--- src/rtl/mem_burst_master_if.sv ---
// ============================================================================
// mem_burst_master_if : command, write/read stream and memory-pin bundle for
//                       mem_burst_master. verify_err exists with WRITE_VERIFY_EN.
// Revision: 1.0
// ============================================================================
`default_nettype none

interface mem_burst_master_if #(
  parameter int ADDR_W = 4,
  parameter int DATA_W = 16
);
  logic              cmd_valid;
  logic              cmd_ready;
  logic              cmd_write;
  logic [ADDR_W-1:0] cmd_addr;
  logic [ADDR_W-1:0] cmd_len;
  logic [DATA_W-1:0] wr_data;
  logic              wr_valid;
  logic              wr_ready;
  logic [DATA_W-1:0] rd_data;
  logic              rd_valid;
  logic              busy;
  logic              done;
`ifdef WRITE_VERIFY_EN
  logic              verify_err;
`endif
  logic              mem_wr_en;
  logic              mem_rd_en;
  logic [ADDR_W-1:0] mem_addr;
  logic [DATA_W-1:0] mem_data_in;
  logic [DATA_W-1:0] mem_data_out;

`ifdef WRITE_VERIFY_EN
  modport master (
    input  cmd_valid, cmd_write, cmd_addr, cmd_len, wr_data, wr_valid, mem_data_out,
    output cmd_ready, wr_ready, rd_data, rd_valid, busy, done, verify_err,
           mem_wr_en, mem_rd_en, mem_addr, mem_data_in
  );
  modport slave (
    output cmd_valid, cmd_write, cmd_addr, cmd_len, wr_data, wr_valid, mem_data_out,
    input  cmd_ready, wr_ready, rd_data, rd_valid, busy, done, verify_err,
           mem_wr_en, mem_rd_en, mem_addr, mem_data_in
  );
`else
  modport master (
    input  cmd_valid, cmd_write, cmd_addr, cmd_len, wr_data, wr_valid, mem_data_out,
    output cmd_ready, wr_ready, rd_data, rd_valid, busy, done,
           mem_wr_en, mem_rd_en, mem_addr, mem_data_in
  );
  modport slave (
    output cmd_valid, cmd_write, cmd_addr, cmd_len, wr_data, wr_valid, mem_data_out,
    input  cmd_ready, wr_ready, rd_data, rd_valid, busy, done,
           mem_wr_en, mem_rd_en, mem_addr, mem_data_in
  );
`endif
endinterface

`default_nettype wire

--- src/rtl/mem_burst_master.sv ---
// ============================================================================
// mem_burst_master : burst sequencer for a single-port memory (write/read
//                    bursts of 1..16 words). Optional macro WRITE_VERIFY_EN adds
//                    an XOR-checksum read-back after every write burst.
// Revision: 1.0
// ============================================================================
`default_nettype none

module mem_burst_master #(
  parameter int ADDR_W = 4,
  parameter int DATA_W = 16
) (
  input  wire logic           clk,
  input  wire logic           rst,
  mem_burst_master_if.master  bus
);

  typedef enum logic [2:0] {
    IDLE   = 3'd0,
    WRITE  = 3'd1,
    READ   = 3'd2,
    DRAIN  = 3'd3,
`ifdef WRITE_VERIFY_EN
    VERIFY = 3'd5,
    VDRAIN = 3'd6,
`endif
    DONE   = 3'd4
  } state_t;

  state_t            state_q, state_d;
  logic [ADDR_W-1:0] ptr_q, ptr_d;
  logic [ADDR_W-1:0] cnt_q, cnt_d;
  logic              rd_valid_q, rd_valid_d;

  logic              w_cmd_ready;
  logic              w_wr_ready;
  logic              w_done;
  logic              w_mem_wr_en;
  logic              w_mem_rd_en;
  logic [ADDR_W-1:0] w_mem_addr;
  logic [DATA_W-1:0] w_mem_data_in;

`ifdef WRITE_VERIFY_EN
  logic [ADDR_W-1:0] start_q, start_d;
  logic [ADDR_W-1:0] len_q, len_d;
  logic [DATA_W-1:0] acc_w_q, acc_w_d;
  logic [DATA_W-1:0] acc_r_q, acc_r_d;
  logic              vpend_q, vpend_d;
  logic              verr_q, verr_d;
  logic [DATA_W-1:0] w_acc_r_final;
  logic              w_mismatch;

  // The last verify word is still on mem_data_out during VDRAIN.
  assign w_acc_r_final = acc_r_q ^ (vpend_q ? bus.mem_data_out : '0);
  assign w_mismatch    = (acc_w_q != w_acc_r_final);
`endif

  always_comb begin
    state_d       = state_q;
    ptr_d         = ptr_q;
    cnt_d         = cnt_q;
    w_cmd_ready   = 1'b0;
    w_wr_ready    = 1'b0;
    w_done        = 1'b0;
    w_mem_wr_en   = 1'b0;
    w_mem_rd_en   = 1'b0;
    w_mem_addr    = '0;
    w_mem_data_in = '0;
`ifdef WRITE_VERIFY_EN
    start_d = start_q;
    len_d   = len_q;
    acc_w_d = acc_w_q;
    acc_r_d = vpend_q ? (acc_r_q ^ bus.mem_data_out) : acc_r_q;
    verr_d  = verr_q;
`endif

    case (state_q)
      IDLE: begin
        w_cmd_ready = 1'b1;
        if (bus.cmd_valid) begin
          ptr_d   = bus.cmd_addr;
          cnt_d   = bus.cmd_len;
          state_d = bus.cmd_write ? WRITE : READ;
`ifdef WRITE_VERIFY_EN
          start_d = bus.cmd_addr;
          len_d   = bus.cmd_len;
          acc_w_d = '0;
          acc_r_d = '0;
          verr_d  = 1'b0;
`endif
        end
      end

      WRITE: begin
        w_wr_ready    = 1'b1;
        w_mem_wr_en   = bus.wr_valid;
        w_mem_addr    = ptr_q;
        w_mem_data_in = bus.wr_data;
        if (bus.wr_valid) begin
          ptr_d = ptr_q + 1'b1;
          cnt_d = cnt_q - 1'b1;
`ifdef WRITE_VERIFY_EN
          acc_w_d = acc_w_q ^ bus.wr_data;
          if (cnt_q == '0) begin
            ptr_d   = start_q;
            cnt_d   = len_q;
            state_d = VERIFY;
          end
`else
          if (cnt_q == '0) state_d = DONE;
`endif
        end
      end

      READ: begin
        w_mem_rd_en = 1'b1;
        w_mem_addr  = ptr_q;
        ptr_d       = ptr_q + 1'b1;
        cnt_d       = cnt_q - 1'b1;
        if (cnt_q == '0) state_d = DRAIN;
      end

      DRAIN: begin
        w_done  = 1'b1;
        state_d = IDLE;
      end

      DONE: begin
        w_done  = 1'b1;
        state_d = IDLE;
      end

`ifdef WRITE_VERIFY_EN
      VERIFY: begin
        w_mem_rd_en = 1'b1;
        w_mem_addr  = ptr_q;
        ptr_d       = ptr_q + 1'b1;
        cnt_d       = cnt_q - 1'b1;
        if (cnt_q == '0) state_d = VDRAIN;
      end

      VDRAIN: begin
        w_done  = 1'b1;
        if (w_mismatch) verr_d = 1'b1;
        state_d = IDLE;
      end
`endif

      default: state_d = IDLE;
    endcase
  end

  // Verify reads never surface on the read stream.
  assign rd_valid_d = (state_q == READ);
`ifdef WRITE_VERIFY_EN
  assign vpend_d    = (state_q == VERIFY);
`endif

  always_ff @(posedge clk) begin
    if (rst) begin
      state_q    <= IDLE;
      ptr_q      <= '0;
      cnt_q      <= '0;
      rd_valid_q <= 1'b0;
`ifdef WRITE_VERIFY_EN
      start_q    <= '0;
      len_q      <= '0;
      acc_w_q    <= '0;
      acc_r_q    <= '0;
      vpend_q    <= 1'b0;
      verr_q     <= 1'b0;
`endif
    end else begin
      state_q    <= state_d;
      ptr_q      <= ptr_d;
      cnt_q      <= cnt_d;
      rd_valid_q <= rd_valid_d;
`ifdef WRITE_VERIFY_EN
      start_q    <= start_d;
      len_q      <= len_d;
      acc_w_q    <= acc_w_d;
      acc_r_q    <= acc_r_d;
      vpend_q    <= vpend_d;
      verr_q     <= verr_d;
`endif
    end
  end

  assign bus.cmd_ready   = w_cmd_ready;
  assign bus.wr_ready    = w_wr_ready;
  assign bus.busy        = (state_q != IDLE);
  assign bus.done        = w_done;
  assign bus.rd_valid    = rd_valid_q;
  assign bus.rd_data     = bus.mem_data_out;
  assign bus.mem_wr_en   = w_mem_wr_en;
  assign bus.mem_rd_en   = w_mem_rd_en;
  assign bus.mem_addr    = w_mem_addr;
  assign bus.mem_data_in = w_mem_data_in;
`ifdef WRITE_VERIFY_EN
  // Visible in the done cycle itself, then held by the sticky flop.
  assign bus.verify_err  = verr_q | ((state_q == VDRAIN) && w_mismatch);
`endif

endmodule

`default_nettype wire

--- src/flat_wrapper.sv ---
// flat-port wrapper written by rule: the top's interface ports become plain ports
module mem_burst_master_flat 
#(
  parameter int ADDR_W = 4,
  parameter int DATA_W = 16
)
  (clk, rst, bus_cmd_valid, bus_cmd_write, bus_cmd_addr, bus_cmd_len, bus_wr_data, bus_wr_valid, bus_mem_data_out, bus_cmd_ready, bus_wr_ready, bus_rd_data, bus_rd_valid, bus_busy, bus_done, bus_mem_wr_en, bus_mem_rd_en, bus_mem_addr, bus_mem_data_in);
  mem_burst_master_if #(.ADDR_W(ADDR_W), .DATA_W(DATA_W)) bus_i ();
  input  wire logic clk;
  input  wire logic rst;
  input wire logic [$bits(bus_i.cmd_valid)-1:0] bus_cmd_valid;
  input wire logic [$bits(bus_i.cmd_write)-1:0] bus_cmd_write;
  input wire logic [$bits(bus_i.cmd_addr)-1:0] bus_cmd_addr;
  input wire logic [$bits(bus_i.cmd_len)-1:0] bus_cmd_len;
  input wire logic [$bits(bus_i.wr_data)-1:0] bus_wr_data;
  input wire logic [$bits(bus_i.wr_valid)-1:0] bus_wr_valid;
  input wire logic [$bits(bus_i.mem_data_out)-1:0] bus_mem_data_out;
  output wire logic [$bits(bus_i.cmd_ready)-1:0] bus_cmd_ready;
  output wire logic [$bits(bus_i.wr_ready)-1:0] bus_wr_ready;
  output wire logic [$bits(bus_i.rd_data)-1:0] bus_rd_data;
  output wire logic [$bits(bus_i.rd_valid)-1:0] bus_rd_valid;
  output wire logic [$bits(bus_i.busy)-1:0] bus_busy;
  output wire logic [$bits(bus_i.done)-1:0] bus_done;
  output wire logic [$bits(bus_i.mem_wr_en)-1:0] bus_mem_wr_en;
  output wire logic [$bits(bus_i.mem_rd_en)-1:0] bus_mem_rd_en;
  output wire logic [$bits(bus_i.mem_addr)-1:0] bus_mem_addr;
  output wire logic [$bits(bus_i.mem_data_in)-1:0] bus_mem_data_in;
  assign bus_i.cmd_valid = bus_cmd_valid;
  assign bus_i.cmd_write = bus_cmd_write;
  assign bus_i.cmd_addr = bus_cmd_addr;
  assign bus_i.cmd_len = bus_cmd_len;
  assign bus_i.wr_data = bus_wr_data;
  assign bus_i.wr_valid = bus_wr_valid;
  assign bus_i.mem_data_out = bus_mem_data_out;
  assign bus_cmd_ready = bus_i.cmd_ready;
  assign bus_wr_ready = bus_i.wr_ready;
  assign bus_rd_data = bus_i.rd_data;
  assign bus_rd_valid = bus_i.rd_valid;
  assign bus_busy = bus_i.busy;
  assign bus_done = bus_i.done;
  assign bus_mem_wr_en = bus_i.mem_wr_en;
  assign bus_mem_rd_en = bus_i.mem_rd_en;
  assign bus_mem_addr = bus_i.mem_addr;
  assign bus_mem_data_in = bus_i.mem_data_in;
  mem_burst_master #(.ADDR_W(ADDR_W), .DATA_W(DATA_W)) u_core (.clk(clk), .rst(rst), .bus(bus_i));
endmodule
--- config.mk ---
export PLATFORM = sky130hd
export DESIGN_NAME = mem_burst_master_flat
export DESIGN_NICKNAME = d
export VERILOG_FILES = /design/src/rtl/mem_burst_master_if.sv /design/src/rtl/mem_burst_master.sv /design/src/flat_wrapper.sv
export SDC_FILE = /design/constraint.sdc
export NUM_CORES = 1
export LEC_CHECK = 0
export CAP_MARGIN = 15
export CORE_AREA = 2 2 60 62
export DETAILED_ROUTE_END_ITERATION = 16
export DIE_AREA = 0 0 62 64
export PLACE_DENSITY_LB_ADDON = 0.08
export SETUP_SLACK_MARGIN = 0.3
export SLEW_MARGIN = 10
export SYNTH_ARGS = -nofsm -noshare
export SYNTH_HDL_FRONTEND = slang
export SYNTH_SLANG_ARGS = --single-unit
--- constraint.sdc ---
create_clock -name clk -period 1.7 [get_ports clk]
set_input_delay 0.255 -clock clk [delete_from_list [all_inputs] [get_ports clk]]
set_output_delay 0.255 -clock clk [all_outputs]
set_load 0.02 [all_outputs]
* Word-level counts from Yosys, hierarchy flattened *
Index checks and enable logic that the tools add are counted.

operators by class
  add/sub/neg operators = 2
  equal/unequal tests = 8
  mux-type cells = 19
  bitwise operators = 0
  shifts and indexed selects = 0
  multiply operators = 0
  div/mod/pow operators = 0
  reduce and logical (&&, ||, !) cells = 8
  $lt $le $gt $ge = 0

operators with widths
  operator             count
  $pmux 4 s3           2
  $mux 4               5
  $mux 16              1
  $mux 3               4
  $pmux 3 s3           1
  $eq 3x2->1 const B   2
  $ne 2x2->1 const B   3
  $reduce_bool 3->1    2
  $mux 1               5
  $add 4x1->4 const B  1
  $logic_not 4->1      1
  $reduce_and 4->1     1
  $reduce_or 2->1      2
  $sub 4x1->4 const B  1
  $eq 3x1->1 const B   1
  $eq 3x3->1 const B   1
  $logic_not 3->1      1
  $reduce_and 3->1     1
  $mux 2               1
  $ne 2x1->1 const B   1

storage, ports and cells
  bits in read-only memories = 0
  memories = 0
  word-level logic and storage cells = 41
  bits in latches = 0
  output and inout port bits = 43
  memory bits (writable) = 0
  input bits = 45
  flip-flop bits (word level) = 12

* Depth between registers and ports, before layout *
  word-level depth = 4
  depth in mapped cells = 6
  gate-level depth less buffers = 6

* Least setup slack after synthesis *
Ideal clock, no wire load.

  kind = flip-flop to output port
  start = register u_core.state_q[1]
  end = output port bus_mem_data_in[10]
  arrival = 1.386 ns
  buffers on the path = 3
  path slack = 0.059 ns
  cell stages (with the launch flop) = 6
  data required time = 1.445 ns
  cells stage by stage = dfxtp_1 -> buf_2 -> nor3b_2 -> clkbuf_1 -> buf_2 -> and2_1

on the way
  cells in the longest elaborated chain, start to end = 2

RTL lines
  what                    line                     source
  start, declared         mem_burst_master.sv:30   state_t state_q, state_d;
  start signal, assigned  mem_burst_master.sv:174  state_q <= state_d;
  $eq 3x1->1              mem_burst_master.sv:77   case (state_q)
  $mux 16                 mem_burst_master.sv:77
  end, declared           flat_wrapper.sv:27       output wire logic [$bits(bus_i.mem_data_in)-1:0] bus_mem_data_in;

No other way between the ends.

* Worst setup path in the final report *
  start = register u_core.state_q[0]
  end = output port bus_mem_data_in[2]

The elaborated chain is that of the path after synthesis.

==> flow_summary.ini <==
[hold_path]
hold_path_depth = 0
hold_class = primary input to primary output

[sta]
slew_viol_final = 0
maxClockFrequency_mhz = 614
hold_viol = 0
rsz0062_at_grt = true
min_period_ns = 1.63
finClkSkew_ns = 0.00130
finalCritPeriodShare_pct = 95.8
slew_headroom_pct = 77.5
worst_pin_slew_ns = 0.336
finalSetupViolCount = 0

[placement]
port_buffers = 55
place_congestion = 0.766
hpwl_um = 2510

[worst_setup_path]
crit_family = flip-flops
cp_cell_sequence = nor3b_4, buf_6, buf_16, and2_4, buf_6
worst-endpoint-required_ns = 1.44
r2r_slack_ns = 0.11
max_stage_delay_ns = 0.39
path_common_cell = buf_6
criticalPathCategory = flop to primary output
cp-end-kind = primary output
path_buf_inv = 3
start_kind = flop
crit_fanout = 10
crit_arrival_ns = 1.37
r2r_cells = 7
cp.depth = 5
crit_slowest_cell = dfxtp_4

[drt]
first_pass_iters = 4
vias = 1184
first_iter_violations = 28
ant_nets = 0
drt-total-wl_um = 3580
drt-wirelength-per-cell_um = 15.0
drc = 0
viasPerCell = 4.97

[clock_tree]
cts_buffers = 3
cts_tree = yes
clkLatencyLatePin_ns = 0.27
htree_levels = 1
clk_pin_slew_ns = 0.07
cts_buffer_depth = 2
root_buffer = clkbuf_4
clkSinkCount = 12

[power]
vdd_drop_max_mv = 1.10
leakagePower_nw = 0.841
powerDensity_nw_per_um2 = 1990
power_w = 0.00398

[global_routing]
antenna_found_initial = 0
gr-total-overflow = 0
grt_max_degree = 12
grt_pass1_wl_um = 5390
grt_pass1_vias = 1163
grtUsageTotal_pct = 17.9

[status]
outcome = complete, no violations

[die]
die_y_um = 64
die_w_um = 62
io_pins = 88
start_util_pct = 29.7
die_area_sq_um = 3970
rows = 21
core_area_sq_um = 3280

[yosys]
synth_edf_count = 0
yosys_warnings = 0
synth_seq_cells = 12
ys_seq_area_share_pct = 24.6
synthTopCellsByArea = dfxtp_1, buf_4, and2_1, a21oi_1, o32ai_2
synth_top_cell_by_area = dfxtp_1
synthTopCellsByCount = and2_1, buf_4, dfxtp_1
mappedNetlistArea_sq_um = 976
synth_ff_type = dfxtp_1
synth_top_area_share_pct = 24.6
yosys.cell_types.count = 35
avgSynthCellArea_sq_um = 7.68
syn_nets = 174
syn_inst = 127
async_reset_ff_share_pct = 0
synth.most_common_cell = and2_1

[final_layout]
layout-drive-gt1-share_pct = 60.9
n_antenna_cell = 0
fin_util_pct = 60.8
syn_to_final_growth_pct = 105
nNetsFinal = 241

[flow_run]
drv_cap = 0
==> per-layer routing <==
metal | track usage (%) | vias to the layer above | part of all wire, %
met2 | 31.4 | 58 | 49
met3 | 4.05 | 18 | 12
met1 | 20.3 | 549 | 37
met4 | 6.65 | 0 | 2.3
li1 | - | 559 | -
met5 | 0 | - | 0
==> stage by stage <==
step                      TNS (ns)  worst slack (ns)  cells  area [sq um]  hold WS [ns]
after floorplan                  0             0.271    127          1090         0.317
after global placement       -4.10            -0.201    223          1660         0.469
after detailed placement     -4.82            -0.247    223          1660         0.477
after CTS                        0            0.0592    237          1880         0.506
after global routing      -0.00182          -0.00182    238          2000         0.510
final                            0            0.0716    238          2000         0.510
==> worst register-to-register path, stage by stage (launching register included) <==
cell and delay (ns):
dfxtp_4 0.37, nor3b_4 0.15, buf_6 0.13, buf_16 0.14, buf_4 0.13, a22o_4 0.27
o21a_1 0.12, o32ai_2 0.19
==> area by class of cell <==
type / count / area [sq um]
inverter: 8 / 30.0
tap: 46 / 57.6
sequential: 12 / 254
multi-input combinational: 85 / 772
clock buffer: 3 / 22.5
timing repair buffer: 84 / 862
fill: 310 / 1290
==> where the power goes <==
part	leakage (nW)	switching [W]	total, W	internal, W
sequential	0.102	0.000137	0.000555	0.000418
clock	0.0138	0.0000966	0.000179	0.0000820
combinational	0.725	0.00146	0.00325	0.00179
total	0.841	0.00169	0.00398	0.00229
==> repair_timing <==
action,4_1_cts,5_1_grt
hold buffers,0,0
pin swaps,7,7
setup buffers,9,1
gates resized for setup,183,26
gates cloned,2,0
setup endpoints to repair,38,36
==> worst paths after layout <==
| path | from | end |
|---|---|---|
| setup reg to reg | u_core.state_q[0] | u_core.cnt_q[2] |
| setup / recovery | u_core.state_q[0] | bus_mem_data_in[2] |
| hold / removal | bus_mem_data_out[0] | bus_rd_data[0] |
| hold reg to reg | u_core.cnt_q[3] | u_core.cnt_q[3] |
==> flip-flops by register name (all words and copies together), names as in the netlist <==
name,count
u_core.cnt_q,4
u_core.ptr_q,4
u_core.state_q,3
u_core.bus.rd_valid,1
==> logic make-up after synthesis <==
group	synth area share, %
compound gates	20.9
xor+xnor	1.67
fa+ha+maj	2.56
buf+inv	19.0
flops	24.6
mux	1.15
simple gates	30.1
==> cells in the final DEF (no fill, tap or decap), types with 3 or more instances in the layout <==
cell and count:
nand2_1 4, a21oi_1 6, clkbuf_4 3, dfxtp_1 7
nor2_4 4, buf_6 32, clkdlybuf4s50_1 28, nand3_1 3
buf_4 20, a21oi_2 3, inv_2 3, inv_1 5
and2_4 20, dfxtp_4 3, o21ai_0 3
Note: power is estimated with default switching activity, not from simulation.
